<file path="src/rtl/logic_result_accumulator.sv">
// logic_result_accumulator
// Folds a frame of OR/AND selector result beats into one word and presents the
// folded word, its popcount, the beat count, the fold mode and a truncation flag
// through a one-entry valid/ready output register.
module logic_result_accumulator #(
  parameter  int WIDTH     = 8,
  parameter  int MAX_BEATS = 16,
  localparam int CNT_W     = $clog2(MAX_BEATS + 1),
  localparam int POP_W     = $clog2(WIDTH + 1)
) (
  input  logic             clk,
  input  logic             rst,
  input  logic             in_valid,
  output logic             in_ready,
  input  logic [WIDTH-1:0] in_data,
  input  logic             in_mode,
  input  logic             in_last,
  output logic             out_valid,
  input  logic             out_ready,
  output logic [WIDTH-1:0] out_data,
  output logic [POP_W-1:0] out_pop,
  output logic [CNT_W-1:0] out_beats,
  output logic             out_mode,
  output logic             out_trunc,
  output logic             busy
);

  typedef enum logic {
    IDLE  = 1'b0,
    ACCUM = 1'b1
  } state_t;

  state_t state_q, state_d;

  logic [WIDTH-1:0] acc_q;
  logic [CNT_W-1:0] cnt_q;
  logic             mode_q;

  logic [WIDTH-1:0] fold;
  logic [CNT_W-1:0] cnt_next;
  logic             mode_eff;
  logic             accept;
  logic             close;

  logic             out_valid_q;
  logic [WIDTH-1:0] out_data_q;
  logic [POP_W-1:0] out_pop_q;
  logic [CNT_W-1:0] out_beats_q;
  logic             out_mode_q;
  logic             out_trunc_q;

  function automatic logic [POP_W-1:0] popcount(input logic [WIDTH-1:0] v);
    logic [POP_W-1:0] p;
    p = '0;
    for (int unsigned i = 0; i < WIDTH; i++) begin
      p = p + POP_W'(v[i]);
    end
    return p;
  endfunction

  // State register.
  always_ff @(posedge clk) begin
    if (rst) begin
      state_q <= IDLE;
    end else begin
      state_q <= state_d;
    end
  end

  // Next state: any accepted beat opens a frame unless it also closes it.
  always_comb begin
    state_d = state_q;
    if (accept) begin
      state_d = close ? IDLE : ACCUM;
    end
  end

  // Handshake outputs and frame-open indicator.
  always_comb begin
    in_ready = ~rst & (~out_valid_q | out_ready);
    busy     = (state_q == ACCUM);
  end

  // Fold, beat count and close decision for the beat currently presented.
  always_comb begin
    accept   = in_valid & in_ready;
    fold     = in_data;
    cnt_next = CNT_W'(1);
    mode_eff = in_mode;
    if (state_q == ACCUM) begin
      fold     = mode_q ? (acc_q | in_data) : (acc_q & in_data);
      cnt_next = cnt_q + CNT_W'(1);
      mode_eff = mode_q;
    end
    close = accept & (in_last | (cnt_next == CNT_W'(MAX_BEATS)));
  end

  // Accumulator; its contents are don't-care in IDLE so it simply tracks every accepted beat.
  always_ff @(posedge clk) begin
    if (rst) begin
      acc_q  <= '0;
      cnt_q  <= '0;
      mode_q <= 1'b0;
    end else if (accept) begin
      acc_q  <= fold;
      cnt_q  <= cnt_next;
      mode_q <= mode_eff;
    end
  end

  // Output register: a close loads (even while popping), a bare pop only clears valid.
  always_ff @(posedge clk) begin
    if (rst) begin
      out_valid_q <= 1'b0;
      out_data_q  <= '0;
      out_pop_q   <= '0;
      out_beats_q <= '0;
      out_mode_q  <= 1'b0;
      out_trunc_q <= 1'b0;
    end else if (close) begin
      out_valid_q <= 1'b1;
      out_data_q  <= fold;
      out_pop_q   <= popcount(fold);
      out_beats_q <= cnt_next;
      out_mode_q  <= mode_eff;
      out_trunc_q <= ~in_last;
    end else if (out_valid_q & out_ready) begin
      out_valid_q <= 1'b0;
    end
  end

  assign out_valid = out_valid_q;
  assign out_data  = out_data_q;
  assign out_pop   = out_pop_q;
  assign out_beats = out_beats_q;
  assign out_mode  = out_mode_q;
  assign out_trunc = out_trunc_q;

endmodule

</file>
<file path="config.mk">
export PLATFORM = sky130hd
export DESIGN_NAME = logic_result_accumulator
export DESIGN_NICKNAME = d
export VERILOG_FILES = /design/src/rtl/logic_result_accumulator.sv
export SDC_FILE = /design/constraint.sdc
export NUM_CORES = 1
export LEC_CHECK = 0
export BUFFER_PORTS_ARGS = -buffer_cell sky130_fd_sc_hd__buf_2
export CORE_MARGIN = 2
export CORE_UTILIZATION = 55
export CTS_CLUSTER_SIZE = 10
export DETAILED_ROUTE_END_ITERATION = 12
export PLACE_DENSITY = 0.77
export SLEW_MARGIN = 15
export SYNTH_ARGS = -nofsm -noshare
export SYNTH_HDL_FRONTEND = slang
export SYNTH_SLANG_ARGS = --single-unit
</file>
<file path="constraint.sdc">
create_clock -name clk -period 5.5 [get_ports clk]
set_input_delay 0.275 -clock clk [delete_from_list [all_inputs] [get_ports clk]]
set_output_delay 0.275 -clock clk [all_outputs]
set_load 0.02 [all_outputs]
</file>
==> flow_metrics.tcl, run 1 <==
set metrics [dict create \
    ir_drop_mv 0.1179 \
    clkLatencyLatePin_ns 0.34 \
    worstHoldPathType "in -> reg" \
    core_mm2 0.003416 \
    maxUsedRoutingLayer "met4" \
    seqCellArea_um2 700.7 \
    worstPathRequired_ns 5.72 \
    pre_cts_ws_ns 0.9997 \
    die_y_um 64.31 \
    ys_ff_latch 35 \
    fmax_mhz 220.0 \
    comb_power_share 0.283 \
    cts_resized 0 \
    dr_total_vias 1874 \
    critPathLaunch "busy" \
    synth_edf_count 0 \
    grt_pass1_vias 1684 \
    grt_max_degree 26 \
    placed_cells 307 \
    first_pass_iters 4 \
    hold_violations 0 \
    final_cells 313 \
    first_iter_violations 153 \
    n_antenna_cell 0 \
    synth-main-ff-cell "dfxtp_1" \
    slew_headroom 0.3705 \
    numCtsBuffers 5 \
    fin_setup_tns_ns 0 \
    synth_xor_area_frac 0.01751 \
    p_leak_nw 0.9226 \
    fin_total_pwr_mw 0.5759 \
    crit_fanout 25 \
    cts_buffer_depth 2 \
    multi_input_area_mm2 0.001150 \
    fin_crit_ns 4.545 \
    place.gp.congestion 0.8590 \
    muxShareOfSynthArea 0.005003 \
    cts_tree "yes" \
    pwr-share-clk 0.223 \
    io_pins 36 \
    wl_per_cell_um 14.97 \
    grt_usage 0.2387 \
    numPortBuffers 35 \
    fillCellCount 316 \
    arrival_ns 4.77 \
    period_share 0.8263 \
    cts-root-buf "clkbuf_4" \
    rsz0062_at_grt "false" \
    holdBufCountCts 0 \
    synth_top_family_by_area "compound AO/OA/AOI/OAI gates" \
    postRouteAntennaNets 0 \
    setup_viol 0 \
    wl_met3_um 199 \
    outcome "completed" \
    fp.dieW_um 64.31 \
    critPathLaunchType "register" \
    drc 0 \
    die_area_mm2 0.004136 \
    dp.final_hpwl_um 3309 \
    synth-compound-area-share 0.2964 \
    cts_setup_buffers 0 \
    yosysWarnings 0 \
    layout_setup_ws_ns 0.9551 \
    worst_pin_slew_ns 0.9425 \
    synth.avg_cell_area_um2 8.336 \
    yosys.area_share.simple 0.1882 \
    syn_to_final_growth_pct 11.63 \
    r2r-start "busy" \
    fin_hold_ws_ns 0.2229 \
    layout-drive-gt1-share 0.1798 \
    crit_type "reg -> reg" \
    route.met2.wl_um 2367 \
    cts_sinks 35 \
    p_sw_frac 0.3376 \
    syn-cell-area_mm2 0.002001 \
    wl_met1_um 2042 \
    p_int_mw 0.3815 \
    drt-total-wl_um 4685 \
    drv_cap 0 \
    synth_fa_ha_area_frac 0.06504 \
    grt-ovfl-total 0 \
    yosysUniqueCellTypes 47 \
    clk_pin_slew_worst_paths_ns 0.10 \
    seq_area_frac_synth 0.3502 \
    start_util 0.5857 \
    switching_power_mw 0.1945 \
    final_max_slew_viol_count 0 \
    hold_start "in_mode" \
    fin_nets 290 \
    syn_nets 262 \
    worst_setup_path_end_kind "register" \
    antenna_found_initial 0 \
    p_seq_frac 0.494 \
    skew_ns 0.008738 \
    power.density_mw_per_mm2 257.9 \
    synthCells 240 \
    synth-async-reset-ratio 0 \
    row_count 21 \
    viasPerCell 5.987 \
    grt_pass1_wl_um 7741 \
    htreeDepth 2 \
]
## area by class of cell
| class | instances | share of cell area |
|---|---|---|
| multi-input combinational | 165 | 0.5148 |
| sequential | 35 | 0.3137 |
| timing repair buffer | 38 | 0.08852 |
| inverter | 23 | 0.03866 |
| tap | 46 | 0.02577 |
| clock buffer | 6 | 0.01849 |
## registers in the layout, indices dropped and copies added, names as in the netlist
register   flops
out_beats      5
busy           1
out_valid      1
out_trunc      1
out_mode       1
acc_q          8
cnt_q          5
mode_q         1
out_pop        4
out_data       8
## worst max-delay path, cell delays in order (launching register included)
cell,delay [ns]
dfxtp_1,0.83
nor2b_1,0.33
o22ai_1,0.21
fa_1,0.52
fa_1,0.53
inv_1,0.06
fa_1,0.45
inv_1,0.07
ha_1,0.17
inv_1,0.06
fa_1,0.37
xor2_1,0.23
a2111oi_2,0.08
or4_1,0.53
## cells in the final DEF, fill, tap and decap left out, types with 5 or more instances in the layout
cell	synthesis	layout
nand2b_1	8	8
nand2_1	29	29
inv_1	23	23
o311ai_0	9	9
buf_2	4	35
o2bb2ai_1	6	6
o211ai_1	10	10
a2bb2oi_1	8	8
dfxtp_1	35	35
clkbuf_4	0	5
o31ai_1	7	7
o21ai_0	5	5
a21oi_1	10	10
nand3_1	11	11
nor2_1	6	6
## cells by family after synthesis
| logic type | after synthesis |
|---|---|
| AND/OR/NAND/NOR | 74 |
| AO/OA/AOI/OAI | 78 |
| XOR/XNOR | 4 |
| multiplexers | 1 |
| adder cells (fa/ha/maj) | 8 |
| flip-flops | 35 |
| buffers and inverters | 40 |
## cells in the mapped netlist, types with 3 or more instances
library cell,count,share of area
o311ai_0,9,0.039
o22ai_1,4,0.013
nor4_1,4,0.013
o31ai_1,7,0.026
o211ai_1,10,0.038
fa_1,4,0.040
a21oi_1,10,0.025
inv_1,23,0.043
nand3_1,11,0.028
o21ai_0,5,0.013
clkbuf_1,12,0.023
nand2_1,29,0.054
xnor2_1,3,0.013
a31oi_1,3,0.0094
ha_1,4,0.025
nand2b_1,8,0.025
a211oi_1,4,0.015
o2bb2ai_1,6,0.026
nor2_1,6,0.011
dfxtp_1,35,0.35
a2bb2oi_1,8,0.035
buf_2,4,0.010
nor2b_1,3,0.0094
## per-stage QoR
step,util,area (µm²)
2_1_floorplan,-,2001
3_3_place_gp,0.6418,2192
5_1_grt,0.6538,2233
6_report,0.6538,2233
4_1_cts,0.6538,2233
3_5_place_dp,0.6418,2192
## per-layer routing
layer	vias up	GRT usage
met2	44	0.4180
li1	944	-
met1	877	0.2923
met4	0	0.08511
met5	-	0
met3	9	0.04225
## worst paths after layout
check | to | slack [ns] | cells past startpoint
worst min-delay path | mode_q | 0.22 | 3
worst max register to register | out_pop[2] | 0.96 | 13
worst max-delay path | out_pop[2] | 0.96 | 13
worst min register to register | out_mode | 0.46 | 2
## power groups by stage
stage               clock (mW)  sequential [mW]  combinational [mW]
finish                   0.128            0.284               0.163
global route             0.141            0.288               0.185
CTS                      0.130            0.284               0.164
detailed placement           0            0.290               0.163
global placement             0            0.290               0.162
floorplan                    0            0.301               0.110
No activity file was read; power rests on OpenSTA's default activity.
==> run 2: changes to the inputs <==
clock period = 4.4 ns   (was 5.5 ns; I/O delays follow)
==> flow_metrics.tcl, run 2 (synthesis results as in run 1) <==
set metrics [dict create \
    worstHoldPathType "in -> reg" \
    worstPathCellList "nor2b_1, o22ai_1, fa_1, fa_1, inv_1, fa_1, inv_1, ha_1, inv_1, fa_1, xor2_1, a2111oi_2, or4_1" \
    grt-ovfl-total 0 \
    wl_per_cell_um 15.85 \
    outcome "completed" \
    crit_type "reg -> reg" \
    io_pins 36 \
    hold_end "mode_q" \
    fin_setup_tns_ns 0 \
    n_antenna_cell 0 \
    worstPathRequired_ns 4.65 \
    setup_viol 0 \
    fin_nets 292 \
    first_pass_iters 4 \
    power.density_mw_per_mm2 355.2 \
    viasPerCell 6.035 \
    clkLatencyLatePin_ns 0.36 \
    postRouteAntennaNets 0 \
    critPathSlowestCell "or4_1" \
    htreeDepth 2 \
    layout-drive-gt1-share 0.1993 \
    cts-root-buf "clkbuf_4" \
    path_buf_inv 3 \
    cp_top_family "adder cells" \
    worst_pin_slew_ns 0.9570 \
    arrival_ns 4.34 \
    syn_to_final_growth_pct 15.45 \
    ir_drop_mv 0.2509 \
    worst_setup_path_end_kind "register" \
    place.gp.congestion 0.7923 \
    layout_common_cells "35 x buf_2, 34 x dfxtp_1, 29 x nand2_1" \
    placed_cells 309 \
    final_cells 317 \
    crit_fanout 11 \
    numCtsBuffers 5 \
    start_util 0.5857 \
    cts_sinks 35 \
    skew_ns 0.01489 \
    first_iter_violations 121 \
    critPathLaunchType "register" \
    die_y_um 64.31 \
    utilization 0.6762 \
    cts_tree "yes" \
    period_share 0.9299 \
    r2r_end "out_pop[2]" \
    clk_pin_slew_worst_paths_ns 0.12 \
    cts_setup_buffers 0 \
    dp.final_hpwl_um 3464 \
    final_common_cell "buf_2" \
    p_leak_nw 0.9616 \
    grt_usage 0.2564 \
    die_area_mm2 0.004136 \
    cp_common_cell "fa_1" \
    row_count 21 \
    worstRegToRegCells 13 \
    dr_total_vias 1913 \
    fmax_mhz 244.4 \
    grt_pass1_wl_um 8286 \
    slew_headroom 0.3608 \
    rrSetupSlack_ns 0.31 \
    r2r-start "busy" \
    drt-total-wl_um 5025 \
    drc 0 \
    grt_pass1_vias 1814 \
    slowest_delay_ns 0.54 \
    hold_depth 3 \
    fin_crit_ns 4.092 \
    final_max_slew_viol_count 0 \
    core_mm2 0.003416 \
    numPortBuffers 35 \
    drv_cap 0 \
    antenna_found_initial 0 \
    hold_violations 0 \
    rsz0062_at_grt "false" \
    grt_max_degree 25 \
    fp.dieW_um 64.31 \
    hold_start "in_mode" \
    cts_buffer_depth 2 \
]
[run 2: cell types whose count changed in the layout (fill, tap and decap cells not counted), sizes merged]
cell    previous run  this run
clkinv             0         1
bufinv             0         1
buf               38        40
[run 2: power breakdown]
group | total [mW] | internal [mW] | switching (mW) | leakage, nW
registers | 0.354 | 0.340 | 0.0145 | 0.287
logic | 0.216 | 0.0847 | 0.131 | 0.626
clock network | 0.250 | 0.134 | 0.116 | 0.0482
total | 0.821 | 0.559 | 0.262 | 0.962
[run 2: layout make-up]
type / instances / area (µm²)
fillers: 300 / 1106
well taps: 46 / 57.56
flip-flops and latches: 35 / 701.9
clock inverters: 2 / 35.03
repair buffers: 40 / 212.7
multi-input cells: 165 / 1165
clock buffers: 6 / 51.30
inverters: 23 / 86.33
[run 2: worst reg2reg max path, cell delays in order (launching register included)]
cell and delay (ns):
dfxtp_2 0.45, nor2b_1 0.31, o22ai_1 0.19, fa_1 0.50
fa_1 0.52, inv_1 0.05, fa_1 0.44, inv_1 0.07
ha_1 0.16, inv_1 0.06, fa_1 0.38, xor2_1 0.23
a2111oi_2 0.08, or4_1 0.54
[run 2: how the worst max path moves through the flow]
stage,startpoint,endpoint,depth (start not counted)
floorplan,busy,out_pop[2],14
global placement,busy,out_pop[2],13
detailed placement,busy,out_pop[2],14
CTS,busy,out_pop[2],13
global route,busy,out_pop[2],13
finish,busy,out_pop[2],13
[run 2: through the flow]
step	cell area [µm²]	worst slack, ns	power, mW	hold slack [ns]
finish	2310	0.3082	0.8205	0.1632
global route	2310	0.07347	0.8717	0.2182
CTS	2293	0.1691	0.8202	0.1725
detailed placement	2207	0.2303	0.5749	0.4461
global placement	2207	0.3462	0.5724	0.4411
floorplan	2001	0.1704	0.5136	0.4115
[run 2: repair_timing]
action / CTS / global route
hold buffers: 0 / 0
gates resized for setup: 0 / 1
setup endpoints to repair: 0 / 1
[run 2: routing by layer]
metal	GRT usage	vias up	wire length [µm]	part of all wire
li1	-	947	-	-
met1	0.2887	920	2133	0.42
met5	0	-	0	0
met4	0.1037	0	80	0.016
met2	0.4609	37	2571	0.51
met3	0.06162	9	240	0.048
